### config.mk
export PLATFORM = sky130hd
export DESIGN_NAME = lsu_byte_lane
export DESIGN_NICKNAME = d
export VERILOG_FILES = /design/src/rtl/lsu_byte_lane.sv
export SDC_FILE = /design/constraint.sdc
export NUM_CORES = 1
export LEC_CHECK = 0
export BUFFER_PORTS_ARGS = -buffer_cell sky130_fd_sc_hd__buf_2
export CORE_ASPECT_RATIO = 1.5
export CORE_MARGIN = 3
export CORE_UTILIZATION = 31
export CTS_CLUSTER_DIAMETER = 120
export DETAILED_ROUTE_END_ITERATION = 8
export GPL_ROUTABILITY_DRIVEN = 0
export PLACE_DENSITY_LB_ADDON = 0.25
export RECOVER_POWER = 25
export SETUP_SLACK_MARGIN = 0.3
export SLEW_MARGIN = 20
export SYNTH_ARGS = -nofsm -noshare
export SYNTH_HDL_FRONTEND = slang
export SYNTH_SLANG_ARGS = --single-unit
### constraint.sdc
create_clock -name clk -period 2.49 [get_ports clk]
set_clock_uncertainty 0.15 [all_clocks]
set_input_delay 0.3735 -clock clk [delete_from_list [all_inputs] [get_ports clk]]
set_output_delay 0.3735 -clock clk [all_outputs]
set_load 0.03 [all_outputs]
### src/rtl/lsu_byte_lane.sv
// lsu_byte_lane: load/store unit between the execute-stage ALU and a
// word-wide data memory of DEPTH_WORDS 32-bit words.
//
// One request in flight at a time. Word accesses go straight to the memory
// port. Byte/halfword stores do a read-modify-write. Loads return a sign- or
// zero-extended lane. Misaligned, out-of-range or illegal-funct3 requests
// answer with resp_err_o and never touch memory.
//
// Handshake: a request transfers on a rising edge where req_valid_i and
// req_ready_o are both high. req_ready_o is high only in IDLE, and request
// inputs are ignored otherwise. resp_valid_o is a single-cycle pulse with no
// backpressure. resp_err_o and resp_rdata_o are meaningful while it is high.
//
// Ports:
//   clk, rst_i           clock, synchronous active-high reset
//   req_*                request: valid/ready, store, funct3, addr, wdata
//   resp_*               response pulse, extended load data, error flag
//   dmem_*               memory port: word address, write enable/data, rdata
//   dbg_state_o          FSM state (0 IDLE, 1 ACCESS, 2 WRITE, 3 RESP)
module lsu_byte_lane #(
  parameter int DEPTH_WORDS = 64
) (
  input  logic        clk,
  input  logic        rst_i,
  input  logic        req_valid_i,
  output logic        req_ready_o,
  input  logic        req_store_i,
  input  logic [2:0]  req_funct3_i,
  input  logic [31:0] req_addr_i,
  input  logic [31:0] req_wdata_i,
  output logic        resp_valid_o,
  output logic [31:0] resp_rdata_o,
  output logic        resp_err_o,
  output logic [31:0] dmem_addr_o,
  output logic        dmem_we_o,
  output logic [31:0] dmem_wdata_o,
  input  logic [31:0] dmem_rdata_i,
  output logic [1:0]  dbg_state_o
);

  typedef enum logic [1:0] {
    S_IDLE   = 2'd0,
    S_ACCESS = 2'd1,
    S_WRITE  = 2'd2,
    S_RESP   = 2'd3
  } state_t;

  localparam logic [31:0] ADDR_LIMIT = 32'(DEPTH_WORDS * 4);

  state_t      state_q, state_d;
  logic [31:0] addr_q;
  logic [31:0] wdata_q;
  logic [2:0]  funct3_q;
  logic        store_q;
  logic        err_q;
  logic [31:0] old_q;
  logic [31:0] rdata_q;
  logic [31:0] last_addr_q;

  logic        req_err;
  logic        f3_illegal;
  logic        misaligned;
  logic [31:0] word_addr;
  logic [7:0]  byte_sel;
  logic [15:0] half_sel;
  logic [31:0] load_val;
  logic [31:0] merged;

  // Request check on the raw inputs, so an error goes straight to RESP.
  always_comb begin
    f3_illegal = (req_funct3_i == 3'b011) || (req_funct3_i == 3'b110) ||
                 (req_funct3_i == 3'b111) || (req_funct3_i[2] && req_store_i);
    misaligned = ((req_funct3_i[1:0] == 2'b01) && req_addr_i[0]) ||
                 ((req_funct3_i[1:0] == 2'b10) && (req_addr_i[1:0] != 2'b00));
    req_err    = f3_illegal || misaligned || (req_addr_i >= ADDR_LIMIT);
  end

  assign word_addr = {addr_q[31:2], 2'b00};

  // Load lane extraction from the word currently presented by memory.
  always_comb begin
    byte_sel = dmem_rdata_i[{addr_q[1:0], 3'b000} +: 8];
    half_sel = addr_q[1] ? dmem_rdata_i[31:16] : dmem_rdata_i[15:0];
    case (funct3_q)
      3'b000:  load_val = {{24{byte_sel[7]}}, byte_sel};
      3'b100:  load_val = {24'h0, byte_sel};
      3'b001:  load_val = {{16{half_sel[15]}}, half_sel};
      3'b101:  load_val = {16'h0, half_sel};
      default: load_val = dmem_rdata_i;
    endcase
  end

  // Sub-word store merge: only the addressed lane of the old word changes.
  always_comb begin
    merged = old_q;
    if (funct3_q[1:0] == 2'b00) begin
      merged[{addr_q[1:0], 3'b000} +: 8] = wdata_q[7:0];
    end else if (addr_q[1]) begin
      merged[31:16] = wdata_q[15:0];
    end else begin
      merged[15:0] = wdata_q[15:0];
    end
  end

  always_ff @(posedge clk) begin
    if (rst_i) begin
      state_q     <= S_IDLE;
      addr_q      <= 32'h0;
      wdata_q     <= 32'h0;
      funct3_q    <= 3'b000;
      store_q     <= 1'b0;
      err_q       <= 1'b0;
      old_q       <= 32'h0;
      rdata_q     <= 32'h0;
      last_addr_q <= 32'h0;
    end else begin
      state_q <= state_d;
      case (state_q)
        S_IDLE: begin
          if (req_valid_i) begin
            addr_q   <= req_addr_i;
            wdata_q  <= req_wdata_i;
            funct3_q <= req_funct3_i;
            store_q  <= req_store_i;
            err_q    <= req_err;
            if (req_err) rdata_q <= 32'h0;
          end
        end
        S_ACCESS: begin
          last_addr_q <= word_addr;
          if (!store_q) begin
            rdata_q <= load_val;
          end else if (funct3_q[1:0] == 2'b10) begin
            rdata_q <= 32'h0;
          end else begin
            old_q <= dmem_rdata_i;
          end
        end
        S_WRITE: begin
          last_addr_q <= word_addr;
          rdata_q     <= 32'h0;
        end
        default: ;
      endcase
    end
  end

  always_comb begin
    state_d      = state_q;
    req_ready_o  = 1'b0;
    resp_valid_o = 1'b0;
    resp_err_o   = 1'b0;
    dmem_addr_o  = last_addr_q;
    dmem_we_o    = 1'b0;
    dmem_wdata_o = 32'h0;
    case (state_q)
      S_IDLE: begin
        req_ready_o = 1'b1;
        if (req_valid_i) state_d = req_err ? S_RESP : S_ACCESS;
      end
      S_ACCESS: begin
        dmem_addr_o = word_addr;
        if (!store_q) begin
          state_d = S_RESP;
        end else if (funct3_q[1:0] == 2'b10) begin
          dmem_we_o    = 1'b1;
          dmem_wdata_o = wdata_q;
          state_d      = S_RESP;
        end else begin
          state_d = S_WRITE;
        end
      end
      S_WRITE: begin
        dmem_addr_o  = word_addr;
        dmem_we_o    = 1'b1;
        dmem_wdata_o = merged;
        state_d      = S_RESP;
      end
      S_RESP: begin
        resp_valid_o = 1'b1;
        resp_err_o   = err_q;
        state_d      = S_IDLE;
      end
      default: state_d = S_IDLE;
    endcase
  end

  assign resp_rdata_o = rdata_q;
  assign dbg_state_o  = state_q;

endmodule

==> results.yml, run 1 <==
layout:
  ff_latch_area_sq_um: 3360
  fillerInstances: 2410
  drive_gt1_share_pct: 34.3
  final_nets: 1251
  multi_input_area_sq_um: 4770
  syn_to_final_growth_pct: 45.8
  design_area_sq_um: 11300
floorplanning:
  dieArea_sq_um: 26900
  fp.dieH_um: 200
  ios: 205
  num_rows: 70
  initial_core_util_pct: 31.7
  coreArea_sq_um: 24400
  die_x_um: 135
synthesis:
  synth_cell_type_count: 49
  synth_area_leaders: "dfxtp_1 (43%), nand2_1 (11%), a21oi_1 (7.0%), nor2b_1 (5.3%), mux2_2 (4.9%)"
  netlist_instances: 923
  synth_top_area_share_pct: 43.2
  ys.flop_type: "dfxtp_1"
  avgSynthCellArea_sq_um: 8.39
  yosys_warnings: 0
  ys_seq_area_share_pct: 43.2
  synth_area_sq_um: 7740
  muxShareOfSynthArea_pct: 10.4
  synth_edf_count: 0
  synth_compound_area_share_pct: 16.6
  yosys.area_share.simple_pct: 24.5
  synth_top_family_by_area: "simple AND/OR/NAND/NOR gates"
  synth_xor_area_share_pct: 0
  syn_nets: 1035
  synth-adder-area-share_pct: 1.45
  synth_top_area_cell: "dfxtp_1"
  synth-seq-cells: 167
  async_reset_ff_share_pct: 0
clocking:
  cts.path.max_buffers: 2
  cts_sinks: 167
  clk_pin_slew_ns: 0.07
  cts_root_buffer: "clkbuf_16"
  cts_made_buffers: 17
  cts_tree: "built"
  h-tree-depth: 4
  clk_latency_ns: 0.43
job:
  maxCapViolCount: 0
setup_path:
  critPathMaxFanout: 7
  max_stage_delay_ns: 0.42
  crit_path_top_delay_cell: "a222oi_1"
  r2r_slack_ns: 0.30
  cp_cell_sequence: "inv_8, ha_4, nor3b_4, and3_4, a222oi_1, o21ai_1, and2_4, buf_6"
  required_ns: 1.97
  critical_path_class: "reg -> out"
  worstSetupStartpointType: "flop"
  cp-end-kind: "output port"
  ff2ff_path_depth: 6
  cp.arrival_ns: 2.23
worst_hold_path:
  hold_depth: 3
  min_path_type: "in -> reg"
global_routing:
  globalRoute.totalOverflow: 0
  grt_pass1_wl_mm: 39.9
  grt_max_degree: 74
  antenna_found_initial: 7
  grt_util_all_layers_pct: 19.2
  grt_pass1_vias: 7290
sta:
  finalSetupViolations: 62
  fin_ws_ns: -0.266
  slew-limit-headroom_pct: 46.2
  hold_viol_final: 0
  hold-worst-slack_ns: 0.0203
  layout_worst_path_cycle_share_pct: 111
  drv_slew: 0
  fmax_ghz: 0.363
  rsz0062_at_grt: "true"
  post-route-min-period_ns: 2.76
  worst_pin_slew_ns: 0.806
outcome:
  violations: "negative setup slack"
  status: "finished, violations left"
placed_design:
  dp_hpwl_mm: 18.9
  placed_area_sq_um: 9510
  io_buffer_count: 204
drt:
  drtAntennaViolNets: 0
  num_vias: 7352
  wire_per_inst_um: 18.4
  route.detailed.drc: 0
  postRouteWirelength_mm: 27.2
  dr.pass1.iters: 5
  via_per_inst: 4.96
  first_iter_violations: 401
pwr:
  peakVddDrop_mv: 0.811
  p_leak_nw: 4.36
  powerDensity_nw_per_um2: 1070
-- synth_stat cells (2+ instances only) --
library cell	count
nand2_1	219
o21ai_0	12
o21a_1	2
nand4_1	2
a2bb2oi_1	7
a22oi_1	22
nor3b_1	2
o221ai_1	7
mux2_2	34
nand2b_1	46
and3_1	2
inv_1	5
a222oi_1	9
mux2i_1	33
o22ai_1	8
nand3b_1	2
a22o_1	14
buf_4	2
ha_1	9
and2_1	11
clkbuf_1	57
nand3_1	18
nor4_1	8
mux2_1	6
a21oi_1	109
nor2_1	15
o21bai_1	2
buf_2	3
nor2b_1	66
dfxtp_1	167
buf_1	6
-- per-stage QoR --
step           total power [mW]  util [%]  instances  worst slack (ns)  setup TNS, ns
2_1_floorplan              6.35         -        923             0.229              0
3_3_place_gp               7.53      38.9       1413            -0.162          -4.59
3_5_place_dp               7.57      38.9       1413            -0.174          -4.88
4_1_cts                    11.5      44.5       1461            -0.265          -5.39
5_1_grt                    12.7      46.2       1481            -0.316         -14.68
6_report                   12.1      46.2       1481            -0.266         -10.18
-- cell type report --
cell class              instances  share of cell area, %
multi-input cells             682                   42.3
clock buffers                  17                   3.77
inverters                       5                  0.299
flip-flops and latches        167                   29.8
diodes                          5                  0.111
clock inverters                15                   1.61
well taps                     324                   3.59
repair buffers                266                   18.5
-- critical path: cells and delay by family (launching register included) --
family,cells,cell delay (ns)
simple gates,3,0.38
flops,1,0.38
compound gates,2,0.56
buf+inv,2,0.18
fa+ha+maj,1,0.29
-- state kept, by name, indices dropped and copies added, names as in the netlist --
register and count:
addr_q 32, dbg_state_o 2, wdata_q 32, store_q 1
err_q 1, resp_rdata_o 32, old_q 32, last_addr_q 32
funct3_q 3
-- repair_timing --
item / in CTS / in global routing
hold buffers: 0 / 0
buffers inserted: 12 / 11
gates cloned: 4 / 4
pin swaps: 16 / 25
setup endpoints to repair: 68 / 87
gates resized for setup: 157 / 80
-- layer usage --
layer | wire length [um] | track usage (%) | vias to the layer above
li1 | - | - | 3603
met2 | 14400 | 33.9 | 205
met5 | 21 | 0 | -
met1 | 10500 | 21.5 | 3484
met3 | 1350 | 4.91 | 56
met4 | 968 | 9.00 | 4
-- kinds of logic (layout without fill, tap and decap cells) --
logic type | after synthesis | count (layout)
multiplexers | 74 | 74
AND/OR/NAND/NOR | 396 | 396
AO/OA/AOI/OAI | 203 | 203
buffers and inverters | 74 | 303
adder cells (fa/ha/maj) | 9 | 9
other | 0 | 5
flip-flops | 167 | 167
-- path summary, 6_finish.rpt --
path / from / to
min: req_wdata_i[19] / wdata_q[19]
min reg2reg: addr_q[9] / addr_q[9]
max reg2reg: dbg_state_o[1] / wdata_q[8]
max: addr_q[0] / dmem_wdata_o[27]
-- layout by cell type (no fill, tap or decap), types with 5 or more instances in the layout --
cell       count
clkbuf_16     19
o221ai_1       7
diode_2        5
buf_4         33
nor2b_1       41
a22oi_2       19
nor2_1        14
inv_6          7
mux2i_1       33
a21oi_1      105
nand2_1      217
o22ai_1        8
o21ai_1       10
nand3_1       17
a22o_1        14
mux2_1         8
nor4_1         6
mux2_4        28
dfxtp_4        5
nor2b_4       22
buf_6         57
nand2b_1      46
a2bb2oi_1      7
buf_2        115
and2_4         9
clkbuf_1      35
a222oi_1       9
dfxtp_1      161
buf_12        14
ha_4           6
-- report_power, final --
group,leakage [nW],internal (mW),total [mW],switching (mW)
logic,2.70,2.88,5.93,3.05
registers,1.36,3.07,3.38,0.310
clock network,0.297,1.52,2.76,1.24
total,4.36,7.48,12.1,4.59
(Power assumes the default switching activity.)
==> run 2: changes to the inputs <==
- CORE_ASPECT_RATIO: 1.5 -> 0.5
- HOLD_SLACK_MARGIN: default -> 0.12
==> run 2 against run 1 <==
Against the previous run: the flow still finishes with violations (negative setup slack); routed wire length grew 3.9%; cell area up 9.1%; critical path type unchanged; sequential cell count unchanged; global-route usage is 1.4 points higher; critical path depth did not move; via count grew 6.6%.
==> results.yml, run 2 (synthesis gave the netlist of run 1 again) <==
clocking:
  clk_latency_ns: 0.43
  cts.path.max_buffers: 2
  cts_root_buffer: "clkbuf_16"
  cts_made_buffers: 17
  cts_tree: "built"
  clk_pin_slew_ns: 0.06
  h-tree-depth: 4
  cts_sinks: 167
layout:
  ff_latch_area_sq_um: 3360
  final_nets: 1353
  drive_gt1_share_pct: 31.8
  final_cell_mix: "nand2_1 (215), dfxtp_1 (161), buf_2 (113), a21oi_1 (105), dlygate4sd3_1 (99)"
  multi_input_area_sq_um: 4790
  syn_to_final_growth_pct: 59.1
  design_area_sq_um: 12300
  layout_commonest_cell: "nand2_1"
  fillerInstances: 2258
setup_path:
  worstSetupStartpointType: "flop"
  cp_cell_sequence: "inv_8, ha_4, and3b_1, and3_4, a222oi_1, o21ai_1, and2_4, buf_6"
  max_stage_delay_ns: 0.38
  critPathMaxFanout: 4
  critical_path_class: "reg -> out"
  cp.arrival_ns: 2.20
  cp-end-kind: "output port"
  required_ns: 1.97
  crit_path_top_delay_cell: "dfxtp_4"
placed_design:
  placed_area_sq_um: 9510
  preCtsSetupSlack_ns: -0.193
  dp_hpwl_mm: 18.5
  io_buffer_count: 204
drt:
  num_vias: 7838
  wire_per_inst_um: 17.8
  postRouteWirelength_mm: 28.3
  dr.pass1.iters: 5
  via_per_inst: 4.93
  first_iter_violations: 491
  route.detailed.drc: 0
  drtAntennaViolNets: 0
floorplanning:
  num_rows: 40
  initial_core_util_pct: 31.9
  die_x_um: 229
  ios: 205
  dieArea_sq_um: 27000
  coreArea_sq_um: 24300
  fp.dieH_um: 118
pwr:
  powerDensity_nw_per_um2: 952
  p_leak_nw: 4.77
  peakVddDrop_mv: 0.662
global_routing:
  grt_max_degree: 168
  grt_pass1_wl_mm: 44.2
  globalRoute.totalOverflow: 0
  grt_util_all_layers_pct: 20.5
  grt_pass1_vias: 8039
  antenna_found_initial: 1
sta:
  worst_pin_slew_ns: 0.831
  fmax_ghz: 0.367
  fin_ws_ns: -0.232
  layout_worst_path_cycle_share_pct: 109
  hold_viol_final: 0
  slew-limit-headroom_pct: 44.6
  finalSetupViolations: 65
  hold-worst-slack_ns: 0.224
  drv_slew: 0
  rsz0062_at_grt: "true"
  post-route-min-period_ns: 2.72
worst_hold_path:
  min_path_type: "in -> reg"
outcome:
  violations: "negative setup slack"
  status: "finished, violations left"
job:
  maxCapViolCount: 0
[run 2: changes by cell type in the layout (fill, tap and decap cells not counted), sizes merged]
cell and change:
bufbuf +1, clkinvlp +3, inv -6, a21oi +1
clkinv -3, buf +6, diode -4, dlygate4sd3 +99
[run 2: power by group]
group	internal, mW	total [mW]	switching [mW]
Clock	1.56	2.69	1.13
Sequential	3.08	3.38	0.303
Combinational	2.70	5.66	2.96
[run 2: area by class of cell]
cell class                 instances  share of cell area [%]
antenna                            1                  0.0203
clock buffer                      22                    3.85
clock inverter                     9                   0.945
inverter                           5                   0.274
multi-input combinational        683                    38.9
sequential                       167                    27.3
tap                              336                    3.41
timing repair buffer             367                    25.4
[run 2: per-stage QoR]
stage	instances	total power [mW]	util, %	TNS, ns
finish	1590	11.7	50.7	-7.88
global route	1589	12.3	50.7	-13.06
detailed placement	1426	7.56	39.2	-5.11
CTS	1580	11.7	50.4	-4.70
global placement	1426	7.50	39.2	-5.92
floorplan	923	6.35	-	0
[run 2: final timing paths]
kind | depth (start not counted) | to | slack, ns | start
worst max-delay path | 8 | dmem_wdata_o[14] | -0.23 | addr_q[0]
worst min-delay path | 4 | addr_q[1] | 0.22 | req_addr_i[1]
worst min register to register | 2 | addr_q[31] | 0.30 | addr_q[31]
worst max register to register | 7 | dbg_state_o[0] | 0.27 | dbg_state_o[0]
[run 2: critical path: cells and delay by family (launching register included)]
family | cells | cell delay, ns
flops | 1 | 0.38
simple gates | 3 | 0.52
fa+ha+maj | 1 | 0.25
compound gates | 2 | 0.44
buf+inv | 2 | 0.17
[run 2: per-layer routing]
metal	global-route usage [%]	wire, um	vias up
met5	0	0	-
met4	6.61	642	0
met3	5.17	1450	44
met2	34.1	13600	201
met1	26.2	12600	3781
li1	-	-	3812
[run 2: repair_timing]
item / CTS / global route
setup buffers: 19 / 7
cloned: 5 / 2
resized for setup: 229 / 19
endpoints found under the hold margin: 99 / 0
pin swaps: 24 / 27
hold buffers: 99 / 0
setup endpoints to repair: 92 / 97
